File: config.mk
export PLATFORM = sky130hd
export DESIGN_NAME = xor_gate
export DESIGN_NICKNAME = d
export VERILOG_FILES = /design/src/rtl/xor_gate.sv
export SDC_FILE = /design/constraint.sdc
export NUM_CORES = 1
export LEC_CHECK = 0
export CAP_MARGIN = 30
export CELL_PAD_IN_SITES_DETAIL_PLACEMENT = 1
export CELL_PAD_IN_SITES_GLOBAL_PLACEMENT = 1
export CORE_AREA = 2 2 39 41
export CTS_BUF_LIST = sky130_fd_sc_hd__clkbuf_8
export DETAILED_ROUTE_END_ITERATION = 10
export DIE_AREA = 0 0 41 43
export GPL_TIMING_DRIVEN = 0
export PLACE_DENSITY = 0.82
export SLEW_MARGIN = 20
export SYNTH_ARGS = -nofsm -noshare
export SYNTH_HDL_FRONTEND = slang
export SYNTH_SLANG_ARGS = --single-unit
File: constraint.sdc
create_clock -name clk -period 1.8 [get_ports clk]
set_clock_uncertainty 0.1 [all_clocks]
set_input_delay 0.36 -clock clk [delete_from_list [all_inputs] [get_ports clk]]
set_output_delay 0.36 -clock clk [all_outputs]
set_load 0.005 [all_outputs]
File: src/rtl/xor_gate.sv
// Single-bit XOR built from four 2-input NAND primitives, plus a registered copy
// of the result and a saturating count of cycles in which the inputs differed.
module xor_gate #(
  parameter int unsigned CNT_W = 8
) (
  input  logic             clk,
  input  logic             reset,
  input  logic             inA,
  input  logic             inB,
  output logic             out,
  output logic             outQ,
  output logic [CNT_W-1:0] diffCount
);

  logic n_ab;
  logic n_a;
  logic n_b;

  // Classic four-NAND XOR; no clock or reset on this path.
  nand u_nand_ab  (n_ab, inA, inB);
  nand u_nand_a   (n_a,  inA, n_ab);
  nand u_nand_b   (n_b,  inB, n_ab);
  nand u_nand_out (out,  n_a, n_b);

  always_ff @(posedge clk) begin
    if (reset) begin
      outQ      <= 1'b0;
      diffCount <= '0;
    end else begin
      outQ <= out;
      // Saturate at all-ones rather than wrapping.
      if (out && (diffCount != '1)) begin
        diffCount <= diffCount + 1'b1;
      end
    end
  end

endmodule

==> impl_metrics.env, run 1 <==
export IMPL_p_leak_uw=0.000256
export IMPL_p_int_uw=397
export IMPL_post_route_drc_count=0
export IMPL_finalWeightedCongestion=0.699
export IMPL_max_freq_mhz=594
export IMPL_coreArea_mm2=0.00138
export IMPL_die_x_um=41
export IMPL_syn_area_per_cell_um2=9.48
export IMPL_p_switching_uw=118
export IMPL_rows=14
export IMPL_reg2reg_slack_ns=0.22
export IMPL_crit_start="diffCount[3]"
export IMPL_nNetsFinal=71
export IMPL_num_antenna_cells=0
export IMPL_drv_cap=0
export IMPL_ys_top_cells_by_area="dfxtp_1, nor2_1, xor2_2"
export IMPL_async_flop_share_pct=0
export IMPL_netlist_area_um2=427
export IMPL_area_growth_pct=50.7
export IMPL_power_share_clock_pct=44.5
export IMPL_endpoint_kind="primary output"
export IMPL_cp_cell_sequence="clkdlybuf4s50_1"
export IMPL_switching_share_pct=22.9
export IMPL_ioPinCount=14
export IMPL_ir_drop_v=0.000460
export IMPL_slew_viol_final=0
export IMPL_cp_max_fo=8
export IMPL_syn_inst=45
export IMPL_postCtsHoldBufs=0
export IMPL_yosysWarnings=0
export IMPL_rsz0062_at_grt="no"
export IMPL_cp_num_cells=1
export IMPL_clockBufferDepth=2
export IMPL_ys_types=25
export IMPL_crit_required_ns=1.34
export IMPL_antenna_found_initial=0
export IMPL_critPathTopFamily="buffers and inverters"
export IMPL_setup_violations=0
export IMPL_rr_endpoint="diffCount[5]"
export IMPL_synth_top_area_share_pct=42.2
export IMPL_min_period_over_period_pct=93.6
export IMPL_firstDrtPassIters=3
export IMPL_grtUsageTotal_pct=14.9
export IMPL_arrival_ns=1.22
export IMPL_wl_per_cell_um=13.2
export IMPL_r2r_start="diffCount[0]"
export IMPL_ys_flop_type="dfxtp_1"
export IMPL_h_tree_depth=1
export IMPL_routed_wl_mm=1.07
export IMPL_synth_top_cell_by_area="dfxtp_1"
export IMPL_synth_fp_nets=50
export IMPL_final_cells=81
export IMPL_powerDensity_mw_per_mm2=800
export IMPL_numCtsBuffers=3
export IMPL_slew_headroom_pct=69.7
export IMPL_dp_cells=74
export IMPL_layout_drive_gt1_share_pct=16.9
export IMPL_post_place_ws_ns=-0.332
export IMPL_min_period_ns=1.68
export IMPL_worst_skew_pair_late_latency_ns=0.23
export IMPL_rr_worst_depth=6
export IMPL_die_y_um=43
export IMPL_path_class="flop to primary output"
export IMPL_grt_pass1_wl_mm=1.70
export IMPL_cp_start_kind="flop"
export IMPL_cts_root_buf="clkbuf_8"
export IMPL_pwr_share_seq_pct=42.8
export IMPL_clock_sinks=9
export IMPL_crit_slowest_cell="clkdlybuf4s50_1"
export IMPL_num_vias=412
export IMPL_dieArea_mm2=0.00176
export IMPL_worstMarginPinSlew_ns=0.454
export IMPL_synth_edf_count=0
export IMPL_slowest_delay_ns=0.55
export IMPL_hold_viol=0
export IMPL_viasPerCell=5.09
export IMPL_path_clk_slew_ns=0.05
export IMPL_power_frac_comb_pct=12.7
export IMPL_first_global_vias=386
export IMPL_hp_class="flop to flop"
export IMPL_setup_ws_ns=0.116
export IMPL_crit_buf_inv=1
export IMPL_timing_hold_ws_ns=0.486
export IMPL_synth_ff_latch_count=9
export IMPL_drtIter0Drc=7
export IMPL_grt_max_degree=11
export IMPL_start_util_pct=30.8
export IMPL_place_detailed_hpwl_um=761
export IMPL_port_buffers=13
export IMPL_final_util_pct=46.5
export IMPL_critical_path_endpoint="diffCount[3]"
export IMPL_ys_seq_area_share_pct=42.2
export IMPL_outcome="finished clean"
export IMPL_ant_nets=0
export IMPL_grt_ovfl_total=0
export IMPL_cts_tree="yes"
==> through the flow <==
step                      total power (uW)  TNS (ns)  area [um2]
final                                  514         0         643
after global routing                   541         0         643
after CTS                              519         0         643
after detailed placement               285     -1.16         577
after global placement                 282     -1.00         577
after floorplan                        248         0         427
==> registers in the layout, indices dropped and copies added (netlist names) <==
register	count
diffCount	8
outQ	1
==> power groups by stage <==
stage | Sequential [uW] | Combinational (uW) | Clock, uW
floorplan | 222 | 25.5 | 0
global route | 222 | 72.4 | 247
finish | 220 | 65.3 | 229
CTS | 220 | 65.4 | 234
global placement | 222 | 59.2 | 0
detailed placement | 223 | 61.9 | 0
==> logic make-up after synthesis <==
kind of cell | after synthesis | synth area share (%)
AND/OR/NAND/NOR | 18 | 23.5
buffers and inverters | 3 | 2.64
AO/OA/AOI/OAI | 10 | 17.9
multiplexers | 2 | 4.99
flip-flops | 9 | 42.2
XOR/XNOR | 2 | 5.87
adder cells (fa/ha/maj) | 1 | 2.93
==> worst min path at each step <==
stage / to / startpoint / cells past startpoint / slack (ns)
after CTS: diffCount[1] / diffCount[1] / 2 / 0.49
final: diffCount[1] / diffCount[1] / 2 / 0.49
after global routing: diffCount[1] / diffCount[1] / 2 / 0.53
after detailed placement: diffCount[1] / diffCount[1] / 2 / 0.48
after global placement: diffCount[1] / diffCount[1] / 2 / 0.46
after floorplan: diffCount[2] / diffCount[6] / 2 / 0.45
==> synthesized netlist by cell type, types with 2 or more instances <==
cell type,number
a31oi_1,2
nor2_1,5
a211oi_1,2
dfxtp_1,9
nor2b_1,2
inv_1,2
nand4_1,2
nand3_1,2
nor3_1,2
a21oi_1,2
==> area by class of cell <==
cell class / instances / area (um2)
Fill cell: 163 / 741
Multi-Input combinational cell: 33 / 238
Sequential cell: 9 / 180
Timing Repair Buffer: 16 / 149
Clock buffer: 3 / 41.3
Tap cell: 16 / 20.0
Inverter: 2 / 7.51
Clock inverter: 1 / 3.75
Buffer: 1 / 3.75
==> cell usage in the layout (no fill, tap or decap) <==
cell type / n
a2111oi_2: 1
a211oi_1: 2
a21oi_1: 2
a311oi_1: 1
a31oi_1: 2
a41o_1: 1
and3_1: 1
and3_2: 1
and4_1: 1
and4b_1: 1
buf_4: 3
clkbuf_1: 1
clkbuf_8: 3
clkdlybuf4s50_1: 10
dfxtp_1: 9
dlygate4sd2_1: 3
ha_1: 1
inv_1: 3
mux2_2: 1
mux2i_1: 1
nand2_1: 1
nand3_1: 2
nand4_1: 2
nor2_1: 4
nor2_2: 1
nor2b_1: 2
nor3_1: 2
o21ai_1: 1
xor2_1: 1
xor2_2: 1
==> worst min-delay path: cells and delay by family (launching register included) <==
kind / cells / cell delay, ns
DFF: 1 / 0.35
muxes: 1 / 0.14
and+or+nand+nor: 1 / 0.05
==> repair_timing <==
action	4_1_cts	5_1_grt
pin swaps	2	0
endpoints found under the setup margin	2	1
buffers inserted	3	0
endpoints found under the hold margin	0	0
gates resized for setup	4	1
cloned	0	0
==> routing by layer <==
metal / track usage [%] / vias up / wire length (um)
met4: 8.00 / 0 / 22
met2: 20.6 / 9 / 527
li1: - / 209 / -
met5: 0 / - / 0
met3: 7.85 / 2 / 38
met1: 17.8 / 192 / 479
(Power assumes the default switching activity.)
==> run 2, diff against run 1 <==
Settings changed: CTS_CLUSTER_DIAMETER set to 150.
Clock period 1.8 ns to 1.95 ns, I/O delays scaled along.
==> impl_metrics.env, run 2 (same netlist as run 1, synthesis figures left out) <==
export IMPL_area_growth_pct=47.8
export IMPL_r2r_start="diffCount[0]"
export IMPL_grt_max_degree=11
export IMPL_slew_headroom_pct=70.8
export IMPL_die_x_um=41
export IMPL_largest_reg_flops=8
export IMPL_min_period_over_period_pct=97.6
export IMPL_reg_top3="diffCount (8), outQ (1)"
export IMPL_worst_skew_pair_late_latency_ns=0.23
export IMPL_rr_worst_depth=5
export IMPL_reg2reg_slack_ns=0.31
export IMPL_setup_ws_ns=0.0475
export IMPL_hp_class="flop to flop"
export IMPL_grtUsageTotal_pct=13.9
export IMPL_dp_cells=74
export IMPL_drtIter0Drc=5
export IMPL_firstDrtPassIters=3
export IMPL_clockBufferDepth=2
export IMPL_final_cells=79
export IMPL_cp_start_kind="input pin"
export IMPL_timing_hold_ws_ns=0.483
export IMPL_coreArea_mm2=0.00138
export IMPL_rr_endpoint="diffCount[1]"
export IMPL_h_tree_depth=1
export IMPL_clock_sinks=9
export IMPL_finalWeightedCongestion=0.699
export IMPL_ioPinCount=14
export IMPL_num_vias=403
export IMPL_p_leak_uw=0.000242
export IMPL_viasPerCell=5.10
export IMPL_routed_wl_mm=1.03
export IMPL_worstMarginPinSlew_ns=0.438
export IMPL_ant_nets=0
export IMPL_max_freq_mhz=526
export IMPL_min_delay_path_depth=2
export IMPL_hold_viol=0
export IMPL_port_buffers=13
export IMPL_path_class="input pin to flop"
export IMPL_dieArea_mm2=0.00176
export IMPL_place_detailed_hpwl_um=761
export IMPL_outcome="finished clean"
export IMPL_nNetsFinal=69
export IMPL_grt_pass1_wl_mm=1.59
export IMPL_numCtsBuffers=3
export IMPL_path_clk_slew_ns=0.05
export IMPL_setup_violations=0
export IMPL_ir_drop_v=0.000426
export IMPL_crit_required_ns=1.97
export IMPL_first_global_vias=373
export IMPL_rows=14
export IMPL_mostFrequentLayoutCells="clkdlybuf4s50_1, dfxtp_1, nor2_1, inv_1, clkbuf_8"
export IMPL_drv_cap=0
export IMPL_grt_ovfl_total=0
export IMPL_layout_drive_gt1_share_pct=14.3
export IMPL_final_common_cell="clkdlybuf4s50_1"
export IMPL_cts_root_buf="clkbuf_8"
export IMPL_post_route_drc_count=0
export IMPL_start_util_pct=30.8
export IMPL_worstHoldStart="diffCount[1]"
export IMPL_arrival_ns=1.92
export IMPL_cp_max_fo=6
export IMPL_min_period_ns=1.90
export IMPL_antenna_found_initial=0
export IMPL_slew_viol_final=0
export IMPL_endpoint_kind="flop"
export IMPL_crit_start="inA"
export IMPL_post_place_ws_ns=-0.242
export IMPL_wl_per_cell_um=13.0
export IMPL_powerDensity_mw_per_mm2=749
export IMPL_num_antenna_cells=0
export IMPL_die_y_um=43
export IMPL_cts_tree="yes"
export IMPL_whs_endpoint="diffCount[1]"
export IMPL_top_register="diffCount"
==> run 2: cell types whose count changed in the layout (fill, tap and decap cells not counted) <==
cell	previous run	this run
dlygate4sd2_1	3	1
o21ai_0	0	1
o21ai_1	1	0
clkdlybuf4s50_1	10	12
buf_4	3	1
==> run 2: cell type report <==
cell class | count | area, um2
inverters | 2 | 7.51
fillers | 163 | 753
multi-input cells | 33 | 238
plain buffers | 1 | 3.75
flip-flops and latches | 9 | 180
clock buffers | 3 | 41.3
repair buffers | 14 | 136
clock inverters | 1 | 3.75
well taps | 16 | 20.0
==> run 2: routing by layer <==
layer / part of all wire (%) / track usage [%]
met1: 45 / 16.2
met2: 49 / 19.1
met3: 3.7 / 7.85
met4: 2.1 / 8.00
met5: 0 / 0
==> run 2: worst max-delay path by stage <==
stage | endpoint | slack, ns | cells past startpoint
final | diffCount[3] | 0.05 | 6
after global routing | diffCount[3] | -0.03 | 6
after CTS | diffCount[3] | 0.05 | 6
after detailed placement | out | -0.24 | 3
after global placement | out | -0.24 | 3
after floorplan | diffCount[1] | 0.46 | 5
==> run 2: per-stage QoR <==
step	total power [uW]	TNS (ns)	area, um2	utilization [%]
finish	472	0	631	45.6
global route	497	-0.0271	631	45.6
CTS	477	0	628	45.4
detailed placement	263	-0.522	577	41.7
global placement	260	-0.423	577	41.7
floorplan	229	0	427	-
==> run 2: power by group <==
part	switching [uW]	total, uW	internal (uW)
combinational	23.0	57.9	34.8
clock	74.3	211	137
sequential	10.1	203	193
==> run 2: worst max-delay path, cell delays in order <==
cell and delay [ns]:
clkdlybuf4s50_1 0.51, xor2_2 0.15, buf_4 0.15, nand4_1 0.18
nor2_2 0.20, mux2_2 0.34
==> run 2: what timing repair did <==
| item | in CTS | in global routing |
|---|---|---|
| gates resized for setup | 1 | 1 |
| pin swaps | 1 | 0 |
| setup endpoints to repair | 1 | 1 |
| buffers inserted | 1 | 0 |
| hold buffers | 0 | 0 |
==> run 3, diff against run 2 <==
Settings changed: TNS_END_PERCENT set to 5.
==> results of run 3 <==
Final layout, timing and power as in run 2 (identical DEF).
